===== src/rtl/rtc_pkg.sv =====
// Shared limits and display helpers for the real-time-clock counter chain.
package rtc_pkg;

    localparam int SEC_MAX = 59;
    localparam int MIN_MAX = 59;
    localparam int HR_MAX  = 23;

    typedef struct packed {
        logic [3:0] tens;
        logic [3:0] units;
    } bcd_t;

    function automatic bcd_t split_bcd(input logic [6:0] v);
        bcd_t r;
        r.tens  = 4'(v / 7'd10);
        r.units = 4'(v % 7'd10);
        return r;
    endfunction

    // Midnight shows as 12, afternoon hours fold back by 12.
    function automatic logic [4:0] hr_12h_map(input logic [4:0] h);
        logic [4:0] r;
        if (h == 5'd0)
            r = 5'd12;
        else if (h > 5'd12)
            r = h - 5'd12;
        else
            r = h;
        return r;
    endfunction

endpackage


===== src/rtl/mod_updown_counter.sv =====
// Modulo-MOD up/down counter with parallel load and a direction-aware terminal flag.
module mod_updown_counter #(
    parameter int W   = 6,
    parameter int MOD = 60
) (
    input  logic         clk,
    input  logic         rst,
    input  logic         en,
    input  logic         up,
    input  logic         ld,
    input  logic [W-1:0] ld_val,
    output logic [W-1:0] q,
    output logic         at_terminal
);

    logic [W-1:0] q_q;
    logic [W-1:0] q_d;

    assign at_terminal = up ? (q_q == W'(MOD - 1)) : (q_q == '0);
    assign q           = q_q;

    always_comb begin
        q_d = q_q;
        if (ld)
            q_d = ld_val;
        else if (en) begin
            if (up)
                q_d = at_terminal ? '0 : q_q + 1'b1;
            else
                q_d = at_terminal ? W'(MOD - 1) : q_q - 1'b1;
        end
    end

    always_ff @(posedge clk) begin
        if (rst)
            q_q <= '0;
        else
            q_q <= q_d;
    end

endmodule


===== src/rtl/rtc_counter_chain.sv =====
// Clock-of-day counter: 1 Hz prescaler feeding a seconds/minutes/hours modulo chain,
// with adjust, validated load, 12/24-hour display and registered status pulses.
module rtc_counter_chain
    import rtc_pkg::*;
#(
    parameter int TICK_DIV = 100_000_000,
    parameter int DIV_W    = $clog2(TICK_DIV + 1)
) (
    input  logic       clk,
    input  logic       rst,
    input  logic       run,
    input  logic       adj_min,
    input  logic       adj_hr,
    input  logic       up_down,
    input  logic       mode_12h,
    input  logic       load,
    input  logic [4:0] load_h,
    input  logic [5:0] load_m,
    input  logic [5:0] load_s,
    output logic [2:0] sec_tens,
    output logic [3:0] sec_units,
    output logic [2:0] min_tens,
    output logic [3:0] min_units,
    output logic [1:0] hr_tens,
    output logic [3:0] hr_units,
    output logic       pm,
    output logic       sec_tick,
    output logic       day_wrap,
    output logic       load_err
);

    logic [DIV_W-1:0] pcnt_q, pcnt_d;
    logic             sec_tick_q, day_wrap_q, load_err_q;
    logic             tick, load_ok;
    logic             s_en, m_en, h_en;
    logic             s_term, m_term, h_term;
    logic [5:0]       s_q, m_q;
    logic [4:0]       h_q;
    logic [4:0]       hr_disp;
    bcd_t             s_bcd, m_bcd, h_bcd;

    assign tick    = run && (pcnt_q == DIV_W'(TICK_DIV - 1));
    assign load_ok = load && (load_h <= 5'(HR_MAX)) && (load_m <= 6'(MIN_MAX))
                          && (load_s <= 6'(SEC_MAX));

    // Any load, accepted or rejected, suppresses ticks and adjusts for that cycle.
    assign s_en = ~load & tick;
    assign m_en = ~load & (run ? (tick & s_term) : adj_min);
    assign h_en = ~load & (run ? (tick & s_term & m_term) : adj_hr);

    always_comb begin
        pcnt_d = pcnt_q;
        if (load)
            pcnt_d = load_ok ? '0 : pcnt_q;
        else if (!run || tick)
            pcnt_d = '0;
        else
            pcnt_d = pcnt_q + 1'b1;
    end

    always_ff @(posedge clk) begin
        if (rst) begin
            pcnt_q     <= '0;
            sec_tick_q <= 1'b0;
            day_wrap_q <= 1'b0;
            load_err_q <= 1'b0;
        end else begin
            pcnt_q     <= pcnt_d;
            sec_tick_q <= s_en;
            day_wrap_q <= h_en & h_term;
            load_err_q <= load & ~load_ok;
        end
    end

    mod_updown_counter #(.W(6), .MOD(SEC_MAX + 1)) u_sec (
        .clk(clk), .rst(rst), .en(s_en), .up(up_down), .ld(load_ok), .ld_val(load_s),
        .q(s_q), .at_terminal(s_term)
    );

    mod_updown_counter #(.W(6), .MOD(MIN_MAX + 1)) u_min (
        .clk(clk), .rst(rst), .en(m_en), .up(up_down), .ld(load_ok), .ld_val(load_m),
        .q(m_q), .at_terminal(m_term)
    );

    mod_updown_counter #(.W(5), .MOD(HR_MAX + 1)) u_hr (
        .clk(clk), .rst(rst), .en(h_en), .up(up_down), .ld(load_ok), .ld_val(load_h),
        .q(h_q), .at_terminal(h_term)
    );

    always_comb begin
        hr_disp = mode_12h ? hr_12h_map(h_q) : h_q;
        s_bcd   = split_bcd(7'(s_q));
        m_bcd   = split_bcd(7'(m_q));
        h_bcd   = split_bcd(7'(hr_disp));
    end

    assign sec_tens  = s_bcd.tens[2:0];
    assign sec_units = s_bcd.units;
    assign min_tens  = m_bcd.tens[2:0];
    assign min_units = m_bcd.units;
    assign hr_tens   = h_bcd.tens[1:0];
    assign hr_units  = h_bcd.units;
    assign pm        = (h_q >= 5'd12);
    assign sec_tick  = sec_tick_q;
    assign day_wrap  = day_wrap_q;
    assign load_err  = load_err_q;

endmodule


===== config.mk =====
export PLATFORM = sky130hd
export DESIGN_NAME = rtc_counter_chain
export DESIGN_NICKNAME = d
export VERILOG_FILES = /design/src/rtl/rtc_pkg.sv /design/src/rtl/mod_updown_counter.sv /design/src/rtl/rtc_counter_chain.sv
export SDC_FILE = /design/constraint.sdc
export NUM_CORES = 1
export LEC_CHECK = 0
export ABC_AREA = 0
export BUFFER_PORTS_ARGS = -buffer_cell sky130_fd_sc_hd__buf_4
export CORE_ASPECT_RATIO = 0.9
export CORE_MARGIN = 1
export CORE_UTILIZATION = 45
export DETAILED_ROUTE_END_ITERATION = 7
export GPL_TIMING_DRIVEN = 0
export PLACE_DENSITY = 0.66
export SLEW_MARGIN = 20
export SYNTH_ARGS = -nofsm -noshare
export SYNTH_HDL_FRONTEND = slang
export SYNTH_SLANG_ARGS = --single-unit
export TNS_END_PERCENT = 50

===== constraint.sdc =====
create_clock -name clk -period 3.3 [get_ports clk]
set_input_delay 0.33 -clock clk [delete_from_list [all_inputs] [get_ports clk]]
set_output_delay 0.33 -clock clk [all_outputs]
set_load 0.02 [all_outputs]

==> results.cfg <==
[outcome]
run_status = finished with violations
violations = setup timing

[timing]
fin_skew_ps = 10.1
fin_ws_ps = -335
max_freq_mhz = 275
relSlewSlack = 0.442
grt_setup_unrepaired = yes
slew_violations = 0
hold_viol = 0
min_period_ps = 3630
worst_slew_pin_slew_ps = 830
fin_crit_sh = 1.10
setup_viol = 4

[global_route]
met1_usage = 0.359
grt_busiest_layer = met2
grt_pass1_vias = 3779
grt_overflow = 0
grt_antenna_before_repair = 0
gr-usage-met2 = 0.388
grt_pass1_wl_um = 18700
track_usage = 0.252
grtUsageMet3 = 0.0519
grt_max_degree = 14

[place]
io_buffers = 47
routabilityCongestion = 0.846
dp_cells = 696
hpwl_um = 8170

[clock_tree]
root_buffer = clkbuf_8
cts_num_sinks = 47
cts_tree = done
numCtsBuffers = 5
path_clk_slew_ps = 90
cts_buffer_depth = 2
cts.hold.buffers_added = 0
clk_latency_ps = 310
cts-htree-levels = 2

[logic_synthesis]
synth_compound_area_frac = 0.272
synth_seq_area_share = 0.239
synth_warnings = 0
ys_ff_latch = 47
synth_top_family_by_area = simple AND/OR/NAND/NOR gates
synth_flop_cell = dfxtp_1
syn-num-nets = 581
synthAdderAreaFrac = 0.0750
async_reset_ff_frac = 0
postSynthAreaPerCell_um2 = 7.37
synthMuxAreaShare = 0.0280
synth_edf_count = 0
syn_inst = 534
synthSimpleGateAreaFrac = 0.282
netlist_area_um2 = 3940
synth.distinct_cells = 74
synth_xor_area_frac = 0.0334

[detailed_routing]
wl_per_cell_um = 15.9
drtAntennaViolNets = 0
vias = 4273
drt_iter0_markers = 245
finalWirelength_um = 11400
drt_first_pass_iters = 5
viasPerCell = 5.96
drc = 0

[setup_path]
path_class = flip-flop to primary output
arrival_ps = 3300
startpoint = u_hr.q[2]
startpoint_type = flip-flop
worst_r2r_endpoint = u_min.q[1]
worstReg2RegStart = u_sec.q[0]
crit_end = hr_units[2]
path_max_fanout = 3
r2r_setup_slack_ps = 750
critPathRequiredTime_ps = 2970
reg2regPathDepth = 8
worstSetupEndpointType = primary output

[power_and_ir_drop]
power_density_nw_per_um2 = 382
vdd_ir_drop_max_mv = 0.215
total_power_mw = 1.86
power_leakage_nw = 1.91

[die]
core_area_um2 = 8260
die-area_um2 = 9130
io-pin-count = 49
num_rows = 31
start_util = 0.477
die_y_um = 90.7
fp.dieW_um = 101

[cells_and_area]
drive_gt1_frac = 0.214
n_antenna_cell = 0
post-route-util = 0.591
final_cells = 717
nets = 648
synthToLayoutAreaGrowth_pct = 24.0

[flow_run]
cap_violations = 0

[worst_hold_path]
hp-class = primary input to flip-flop
placed cells by master, fill, tap and decap left out, types with 4 or more instances in the layout:
cell type and instances:
nand3b_1 7, xnor2_1 7, ha_1 15, dfxtp_1 42, clkbuf_8 5, a21o_1 4, buf_4 63, clkbuf_1 16
mux2i_1 9, nand4_1 21, nor3_1 6, o211ai_1 7, nand2_1 58, nand3_1 23, nor4_1 5, nor2_1 47
and2_1 4, a22oi_1 4, dfxtp_2 4, inv_1 24, or3_1 6, ha_4 4, a21oi_1 35, a31oi_1 15
a22o_1 4, and4_1 4, nand2b_1 4, o21ai_0 42, buf_2 7, a211oi_1 4, a221oi_1 7, xor2_1 6
buf_6 8
flip-flops by register name (all words and copies together) (netlist names):
| register | count |
|---|---|
| u_min.q | 6 |
| sec_tick | 1 |
| load_err | 1 |
| pcnt_q | 27 |
| u_hr.q | 5 |
| u_sec.q | 6 |
| day_wrap | 1 |
logic make-up (layout without fill, tap and decap cells):
family,Yosys count,in the layout
AND/OR/NAND/NOR,213,213
AO/OA/AOI/OAI,159,159
buffers and inverters,65,133
flip-flops,47,47
adder cells (fa/ha/maj),24,24
XOR/XNOR,15,15
multiplexers,11,11
synth_stat cells (all sizes together), types with 8 or more instances:
library cell	instances	area share
o21ai	45	0.057
a21oi	35	0.044
nand3	23	0.029
nor2	50	0.048
a31oi	15	0.024
clkbuf	18	0.017
nor3	8	0.013
mux2i	11	0.028
ha	22	0.070
xnor2	8	0.018
inv	30	0.029
nand4	22	0.039
nand2	59	0.057
buf	17	0.025
dfxtp	47	0.24
worst max-delay path, cell delays in order (launching register included):
cell,delay (ps)
dfxtp_2,360
buf_6,120
inv_8,30
ha_4,250
and3b_1,180
a211oi_2,320
nor2_2,100
ha_1,250
a41o_4,260
xor2_4,200
ha_4,160
inv_2,30
a221o_2,400
mux2i_4,210
buf_6,130
repair_timing:
action | CTS | global route
buffers inserted | 10 | 5
setup endpoints to repair | 11 | 10
gates resized for setup | 17 | 21
pin swaps | 9 | 8
routing by layer:
layer / vias to the layer above / share of wire / wire length (µm)
li1: 2102 / - / -
met1: 1987 / 0.47 / 5380
met2: 174 / 0.44 / 5040
met3: 10 / 0.076 / 861
met4: 0 / 0.010 / 116
met5: - / 0 / 0
metrics by stage:
stage | hold WS, ps | setup slack [ps] | TNS [ps] | cell area (µm²)
2_1_floorplan | 429 | 8.71 | 0 | 4060
6_report | 246 | -335 | -915 | 4880
5_1_grt | 256 | -427 | -1620 | 4880
4_1_cts | 246 | -299 | -693 | 4760
3_3_place_gp | 456 | -221 | -430 | 4560
3_5_place_dp | 452 | -260 | -608 | 4560
where the power goes:
group,switching (mW),internal [mW]
registers,0.0302,0.587
logic,0.481,0.413
clock network,0.201,0.149
worst min path at each step:
stage                    start    endpoint  slack [ps]  cells after the start
floorplan           pcnt_q[26]  pcnt_q[26]         430                      1
global placement    pcnt_q[26]  pcnt_q[26]         460                      1
detailed placement  pcnt_q[26]  pcnt_q[26]         450                      1
CTS                  load_h[0]   u_hr.q[0]         250                      3
global route         load_h[1]   u_hr.q[1]         260                      3
finish               load_h[0]   u_hr.q[0]         250                      3
cell type report:
| cell class | instances | area [µm²] |
|---|---|---|
| Fill cell | 777 | 3380 |
| Multi-Input combinational cell | 422 | 2920 |
| Sequential cell | 47 | 950 |
| Timing Repair Buffer | 62 | 480 |
| Buffer | 33 | 183 |
| Tap cell | 115 | 144 |
| Inverter | 30 | 126 |
| Clock buffer | 7 | 76.3 |
| Clock inverter | 1 | 5.00 |
Note: power is estimated with default switching activity, not from simulation.
